## src/rtl/gcd_pkg.sv

```systemverilog
// Shared definitions for the gcd request master: FSM state encoding and
// default sizing constants.
// Exports: state_t (IDLE/ISSUE/WAIT/RESP), GCD_W, GCDM_TIMEOUT_DEFAULT.
package gcd_pkg;

  localparam int GCD_W                = 8;
  localparam int GCDM_TIMEOUT_DEFAULT = 255;

  typedef enum logic [1:0] {
    IDLE  = 2'd0,
    ISSUE = 2'd1,
    WAIT  = 2'd2,
    RESP  = 2'd3
  } state_t;

endpackage

```

## src/rtl/gcd_req_master.sv

```systemverilog
// gcd_req_master: initiator for the gcd core start/done handshake. Accepts an
// operand pair on req_*, pulses gcd_start, waits for a rising edge of gcd_done
// and presents y/error on rsp_* until the consumer takes it. One request in flight.
// Ports: clk/rst (sync, active-high); req_valid/req_ready/req_a/req_b upstream;
// rsp_valid/rsp_ready/rsp_y/rsp_err/rsp_timeout/rsp_cnt downstream; busy status;
// gcd_start/gcd_a/gcd_b/gcd_y/gcd_done/gcd_error towards the core.
// Build option: define GCDM_TIMEOUT_EN to abort WAIT after TIMEOUT_CYC cycles.
module gcd_req_master
  import gcd_pkg::*;
#(
  parameter int W           = GCD_W,
  parameter int TIMEOUT_CYC = GCDM_TIMEOUT_DEFAULT
) (
  input  logic         clk,
  input  logic         rst,
  input  logic         req_valid,
  output logic         req_ready,
  input  logic [W-1:0] req_a,
  input  logic [W-1:0] req_b,
  output logic         rsp_valid,
  input  logic         rsp_ready,
  output logic [W-1:0] rsp_y,
  output logic         rsp_err,
  output logic         rsp_timeout,
  output logic [7:0]   rsp_cnt,
  output logic         busy,
  output logic         gcd_start,
  output logic [W-1:0] gcd_a,
  output logic [W-1:0] gcd_b,
  input  logic [W-1:0] gcd_y,
  input  logic         gcd_done,
  input  logic         gcd_error
);

  if (TIMEOUT_CYC < 1 || TIMEOUT_CYC > 65535) begin : g_bad_timeout
    $error("gcd_req_master: TIMEOUT_CYC must be in 1..65535");
  end

  state_t state;
  logic   done_q;
  logic   done_rise;

  // Only a fresh 0->1 transition counts as completion, so a done level left
  // over from the previous operation cannot end the current one.
  assign done_rise = gcd_done & ~done_q;

`ifdef GCDM_TIMEOUT_EN
  // Counter value on the WAIT cycle whose edge reaches TIMEOUT_CYC.
  localparam logic [15:0] TMO_LAST = 16'(TIMEOUT_CYC - 1);
  logic [15:0] tmo_cnt;
  logic        rsp_timeout_q;
  assign rsp_timeout = rsp_timeout_q;
`else
  assign rsp_timeout = 1'b0;
`endif

  always_ff @(posedge clk) begin
    if (rst) begin
      state     <= IDLE;
      req_ready <= 1'b1;
      rsp_valid <= 1'b0;
      rsp_y     <= '0;
      rsp_err   <= 1'b0;
      rsp_cnt   <= '0;
      busy      <= 1'b0;
      gcd_start <= 1'b0;
      gcd_a     <= '0;
      gcd_b     <= '0;
      done_q    <= 1'b0;
`ifdef GCDM_TIMEOUT_EN
      tmo_cnt       <= '0;
      rsp_timeout_q <= 1'b0;
`endif
    end else begin
      done_q <= gcd_done;
      case (state)
        IDLE: begin
          if (req_valid) begin
            gcd_a     <= req_a;
            gcd_b     <= req_b;
            gcd_start <= 1'b1;
            req_ready <= 1'b0;
            busy      <= 1'b1;
            state     <= ISSUE;
          end
        end
        ISSUE: begin
          gcd_start <= 1'b0;
`ifdef GCDM_TIMEOUT_EN
          tmo_cnt   <= '0;
`endif
          state     <= WAIT;
        end
        WAIT: begin
          // Done takes priority over a simultaneous terminal count.
          if (done_rise) begin
            rsp_y     <= gcd_y;
            rsp_err   <= gcd_error;
`ifdef GCDM_TIMEOUT_EN
            rsp_timeout_q <= 1'b0;
`endif
            rsp_valid <= 1'b1;
            state     <= RESP;
          end
`ifdef GCDM_TIMEOUT_EN
          else if (tmo_cnt == TMO_LAST) begin
            rsp_y         <= '0;
            rsp_err       <= 1'b1;
            rsp_timeout_q <= 1'b1;
            rsp_valid     <= 1'b1;
            tmo_cnt       <= tmo_cnt + 16'd1;
            state         <= RESP;
          end else begin
            tmo_cnt <= tmo_cnt + 16'd1;
          end
`endif
        end
        RESP: begin
          if (rsp_ready) begin
            rsp_valid <= 1'b0;
            rsp_cnt   <= rsp_cnt + 8'd1;
            req_ready <= 1'b1;
            busy      <= 1'b0;
            state     <= IDLE;
          end
        end
        default: state <= IDLE;
      endcase
    end
  end

endmodule

```

## config.mk

```make
export PLATFORM = sky130hd
export DESIGN_NAME = gcd_req_master
export DESIGN_NICKNAME = d
export VERILOG_FILES = /design/src/rtl/gcd_pkg.sv /design/src/rtl/gcd_req_master.sv
export SDC_FILE = /design/constraint.sdc
export NUM_CORES = 1
export LEC_CHECK = 0
export BUFFER_PORTS_ARGS = -buffer_cell sky130_fd_sc_hd__buf_2
export CAP_MARGIN = 25
export CORE_ASPECT_RATIO = 1.5
export CORE_MARGIN = 2
export CORE_UTILIZATION = 44
export CTS_BUF_LIST = sky130_fd_sc_hd__clkbuf_8
export DETAILED_ROUTE_END_ITERATION = 10
export GPL_ROUTABILITY_DRIVEN = 0
export PLACE_DENSITY = 0.78
export SKIP_CTS_REPAIR_TIMING = 1
export SYNTH_ARGS = -nofsm -noshare
export SYNTH_HDL_FRONTEND = slang
export SYNTH_SLANG_ARGS = --single-unit
```

## constraint.sdc

```tcl
create_clock -name clk -period 1.4 [get_ports clk]
set_input_delay 0.14 -clock clk [delete_from_list [all_inputs] [get_ports clk]]
set_output_delay 0.14 -clock clk [all_outputs]
set_load 0.05 [all_outputs]
```

After elaboration in Yosys (flattened, before gate mapping)
Cells that the tools add are included.

Flip-flop bits (word level): 40. Output and inout bits: 38.

Add/subtract/negate cells: 1. Eq/ne operators: 6. Multiplexer cells: 13. Bitwise operators: 2. Reductions and logical operators: 11.

Operators by type and width (count): $reduce_and A3 Y1 (3); $add A8 B1 Y8 const B (1); $pmux W1 S2 (4); $pmux W2 S4 (1); $reduce_and A2 Y1 (4); $mux W2 (3); $ne A2 B2 Y1 const B (3); $reduce_bool A2 Y1 (3); $mux W1 (5); $eq A2 B2 Y1 const B (2); $eq A2 B1 Y1 const B (1); $logic_not A2 Y1 (1); $and A1 B1 Y1 (1); $not A1 Y1 (1).

Longest topological paths before layout
Gate-level depths: netlist of the first run.

Depth after elaboration: 4. Mapped depth: 7.

Worst setup path after synthesis of the first run
Ideal clock, no wire load.

Path type: register to register. Start: register state[0]. End: register state[1]. Setup time: 0.128 ns. Arrival: 1.395 ns. Setup slack: -0.122 ns. Cell stages (with the launch flop): 6. Cells stage by stage: dfxtp_1 -> ha_1 -> clkbuf_1 -> a222oi_1 -> mux2i_1 -> nor2_1.

Longest elaborated chain between the ends: 3. Elaborated cells between the ends (all ways): 9. Those cells by class: 6 x eq/ne; 1 x mux; 2 x reduce/logical.

RTL lines: start, declared (line gcd_req_master.sv:39) `state_t state;`; start signal, assigned (line gcd_req_master.sv:59) `state <= IDLE;`; start signal, assigned (line gcd_req_master.sv:84) `state <= ISSUE;`; start signal, assigned (line gcd_req_master.sv:92) `state <= WAIT;`; $eq A2 B2 Y1 or $logic_not A2 Y1 (tied branches) (line gcd_req_master.sv:76) `case (state)`; $ne A2 B2 Y1 (no source line); $reduce_and A3 Y1 (no source line).

Parallel ways exist; a longest one is shown, timed or not. A chain may end at the register's enable or synchronous reset.

Worst setup path after layout of the first run
Start: register state[1]. End: register state[1].

The elaborated chain is that of the path after synthesis.

==> results of run 1 <==
per-stage QoR:
stage                     setup TNS, ns  setup slack, ns  area, µm²  cells  hold slack (ns)
after floorplan                 -0.0882          -0.0882       1590    181            0.268
after global placement           -0.977          -0.0725       2030    288            0.371
after detailed placement          -1.82           -0.136       2030    288            0.381
after CTS                         -2.33           -0.159       2120    296           0.0785
after global routing             -0.229           -0.106       2190    297           0.0846
final                          -0.00909         -0.00909       2190    297           0.0851
per-layer routing:
layer	part of all wire	GRT usage
met3	0.063	0.0603
met2	0.55	0.336
met4	0.0071	0.0538
met5	0	0
met1	0.38	0.194
area by class of cell:
cell class,instances,area [µm²],area share
clock buffers,6,82.6,0.0376
inverters,5,23.8,0.0108
multi-input cells,126,773,0.353
clock inverters,2,7.51,0.00342
repair buffers,76,443,0.202
well taps,42,52.6,0.0240
flip-flops and latches,40,811,0.370
critical path, cell delays in order (launching register included):
cell	delay, ns
dfxtp_4	0.38
ha_4	0.17
a222oi_1	0.32
buf_4	0.19
mux2i_1	0.18
nor2_1	0.05
logic make-up after synthesis:
logic type      synth area share
compound gates            0.0905
simple gates               0.210
other cells              0.00238
buf+inv                   0.0389
xor+xnor                  0.0389
flops                      0.508
fa+ha+maj                 0.0476
mux                       0.0635
state kept, by name, indices dropped and copies added (netlist names):
name       flops
gcd_a          8
gcd_b          8
rsp_cnt        8
rsp_y          8
state          2
busy           1
done_q         1
gcd_start      1
req_ready      1
rsp_err        1
rsp_valid      1
Yosys cell counts:
library cell,n,area share
buf_4,1,0.0048
clkbuf_1,8,0.019
ha_1,6,0.048
nor2_1,21,0.050
dfxtp_1,40,0.51
o211a_1,1,0.0063
and4_1,1,0.0056
and3_1,2,0.0079
nand3b_1,2,0.0095
nand2_1,36,0.086
mux2i_1,10,0.063
a211oi_1,1,0.0048
and2_1,1,0.0040
inv_2,1,0.0024
nor3_1,2,0.0063
nand4_1,3,0.012
a222oi_1,1,0.0063
conb_1,1,0.0024
nand3_1,3,0.0095
inv_1,4,0.0095
o21ai_0,2,0.0063
xor2_1,7,0.039
nor2b_1,1,0.0040
buf_2,1,0.0032
nand2b_1,4,0.016
a21oi_1,21,0.067
where the power goes:
part / total (W) / switching [W] / leakage, nW / internal [W]
Clock: 0.000757 / 0.000369 / 0.0538 / 0.000387
Sequential: 0.00142 / 0.000114 / 0.329 / 0.00131
Combinational: 0.00151 / 0.000968 / 0.737 / 0.000542
worst paths after layout:
path | start | end | slack, ns | depth (start not counted)
worst max-delay path | state[1] | state[1] | -0.009 | 5
worst min-delay path | req_b[2] | gcd_b[2] | 0.09 | 3
worst max register to register | state[1] | state[1] | -0.009 | 5
worst min register to register | gcd_a[7] | gcd_a[7] | 0.45 | 2
==> results.toml, run 1 <==
[status]
status = "complete, but fails checks"
violations = "setup timing"

[cts]
cts_root_buf = "clkbuf_8"
cts_buffers = 5
cts.clk_slew.worst_paths_ns = 0.07
clock_path_buffers = 2
clock-sinks = 40
cts_tree = "yes"
h-tree-depth = 2
clock_latency_ns = 0.28

[critical_path]
crit_path_max_fanout = 4
critPathCaptureType = "flop"
worstPathArrival_ns = 1.57
critPathLaunchType = "flop"
critical_path_class = "flop to flop"
required_ns = 1.56

[route]
postRouteAntennaNets = 0
vias = 1452
vias_per_cell = 4.89
post_drt_wl_per_cell_um = 11.8
drt-total-wl_um = 3510
dr.pass1.iters = 4
drt_iter0_markers = 17
drc = 0

[power_and_ir_drop]
power.leakage_nw = 1.12
total_power_w = 0.00369
ir_worst_vdd_v = 0.00155
power_density_nw_per_um2 = 1680

[finish]
drive_gt1_frac = 0.376
antenna_cells = 0
syn2layout_area_growth_pct = 39.1
mostFrequentLayoutCells = "buf_2 (66), nand2_1 (36), dfxtp_1 (36), nor2_1 (21), a21oi_1 (21)"
fin_util = 0.642
mostFrequentLayoutCell = "buf_2"
n_fill_cell = 303
finalNetCount = 290

[floorplan]
ios = 68
start_util = 0.462
core_um2 = 3420
die-area_um2 = 4090
rows = 26
die_x_um = 52.9
fp.dieH_um = 77.3

[sta]
setup_viol = 1
hold_viol = 0
rsz0062_at_grt = "yes"
drv_slew = 0
setup_slack_ns = -0.00909
max_freq_ghz = 0.710
fin_skew_ns = 0.00446
fin_crit_sh = 1.01
period_needed_ns = 1.41

[yosys]
synthCells = 181
yosysUniqueCellTypes = 26
ys_ff_latch = 40
syn-num-nets = 217
postSynthAreaPerCell_um2 = 8.71
yosysWarningCount = 0
synth-seq-area-share = 0.508
synth_area_um2 = 1580

[grt]
grt_pass1_wl_um = 5830
grt_max_degree = 27
grt_pass1_vias = 1404
grtUsageTotal = 0.185
antenna_found_initial = 0
grt_overflow = 0

[flow_run]
maxCapViolations = 0

[place]
dp_hpwl_um = 2550
io_buffers = 66

[min_path]
hold_class = "input port to flop"
Power figures use the tool's default switching activity.
==> run 2, diff against run 1 <==
==> constraint.sdc (replaced) <==
create_clock -name clk -period 1.4 [get_ports clk]
set_input_delay 0 -clock clk [delete_from_list [all_inputs] [get_ports clk]]
set_output_delay 0 -clock clk [all_outputs]
set_load 0.05 [all_outputs]
==> run 2 against run 1 <==
Against the previous run: the flow now finishes without violations; clock skew shrank 0.0031 ns; count of clock-buffer cells in the layout unchanged; sequential cell count unchanged; routed wire length up 23%; core utilization rose by 7.7 points; hold slack got worse by 0.016 ns; clock power grew 1%; via count rose by 11%; final cell count increased by 10%; non-clock buffer count up 30; critical endpoint unchanged.
==> results.toml, run 2 (synthesis results as in run 1) <==
[flow_run]
maxCapViolations = 0

[grt]
grt_pass1_vias = 1455
grt_pass1_wl_um = 5690
grt_max_degree = 41
grt_overflow = 0
antenna_found_initial = 0
grtUsageTotal = 0.184

[sta]
setup_slack_ns = 0.00267
setup_viol = 0
fin_skew_ns = 0.00140
drv_slew = 0
rsz0062_at_grt = "yes"
fin_tns_setup_ns = 0
max_freq_ghz = 0.716
hold_viol = 0
fin_crit_sh = 0.998
hold_ws_ns = 0.0691
period_needed_ns = 1.40

[critical_path]
crit_path_max_fanout = 4
worstPathArrival_ns = 1.57
critPathCaptureType = "flop"
critPathLaunchType = "flop"
critical_path_class = "flop to flop"
required_ns = 1.57

[cts]
clock_path_buffers = 2
h-tree-depth = 2
cts_buffers = 5
clock_latency_ns = 0.29
clock-sinks = 40
cts_tree = "yes"
cts.clk_slew.worst_paths_ns = 0.07
cts_root_buf = "clkbuf_8"

[status]
status = "finished, final reports clean"

[route]
vias_per_cell = 4.94
dr.pass1.iters = 4
vias = 1615
postRouteAntennaNets = 0
drt_iter0_markers = 33
post_drt_wl_per_cell_um = 13.2
drt-total-wl_um = 4310
drc = 0

[place]
pre_cts_ws_ns = -0.0708
placedCellCount = 288
dp_hpwl_um = 2390
io_buffers = 66

[floorplan]
rows = 26
die-area_um2 = 4090
die_x_um = 52.9
ios = 68
fp.dieH_um = 77.3
core_um2 = 3420
start_util = 0.462

[power_and_ir_drop]
total_power_w = 0.00377
power.leakage_nw = 1.24
power_density_nw_per_um2 = 1530
ir_worst_vdd_v = 0.00136

[finish]
n_fill_cell = 280
mostFrequentLayoutCells = "buf_2 (66), nand2_1 (36), dfxtp_1 (36), dlygate4sd3_1 (26)"
drive_gt1_frac = 0.347
mostFrequentLayoutCell = "buf_2"
syn2layout_area_growth_pct = 55.9
antenna_cells = 0
layoutNonFillerInstCount = 327
finalNetCount = 320

[min_path]
hold_class = "input port to flop"
[run 2: metrics by stage]
stage / instance area, µm² / utilization
floorplan: 1590 / -
global placement: 2020 / 0.590
detailed placement: 2020 / 0.590
CTS: 2110 / 0.616
global route: 2460 / 0.719
finish: 2460 / 0.719
[run 2: final timing paths]
path              from    endpoint  slack [ns]  cells past startpoint
max           state[1]    state[1]       0.003                      5
min          rsp_ready  rsp_cnt[1]        0.07                      3
max reg2reg   state[1]    state[1]       0.003                      5
min reg2reg   gcd_a[6]    gcd_a[6]        0.45                      2
[run 2: area by class of cell]
cell class	instances	area (µm²)	share of cell area
Clock buffer	6	82.6	0.0336
Timing Repair Buffer	106	721	0.293
Tap cell	42	52.6	0.0214
Clock inverter	2	7.51	0.00305
Multi-Input combinational cell	126	759	0.309
Inverter	5	23.8	0.00967
Sequential cell	40	811	0.330
[run 2: metal layers]
layer	up-vias	global-route usage	routed length, µm	part of all wire
met1	745	0.195	1480	0.34
met2	59	0.315	2460	0.57
met4	0	0.0846	140	0.032
met5	-	0	0	0
li1	799	-	-	-
met3	12	0.0603	237	0.055
[run 2: critical path, stage by stage (launching register included)]
cell,delay (ns)
dfxtp_4,0.38
ha_4,0.17
a222oi_1,0.33
buf_4,0.18
mux2i_1,0.17
nor2_1,0.05
[run 2: report_power, final]
| part | internal (W) | total, W | switching [W] |
|---|---|---|---|
| clock | 0.000387 | 0.000765 | 0.000378 |
| sequential | 0.00131 | 0.00142 | 0.000113 |
| combinational | 0.000602 | 0.00158 | 0.000981 |
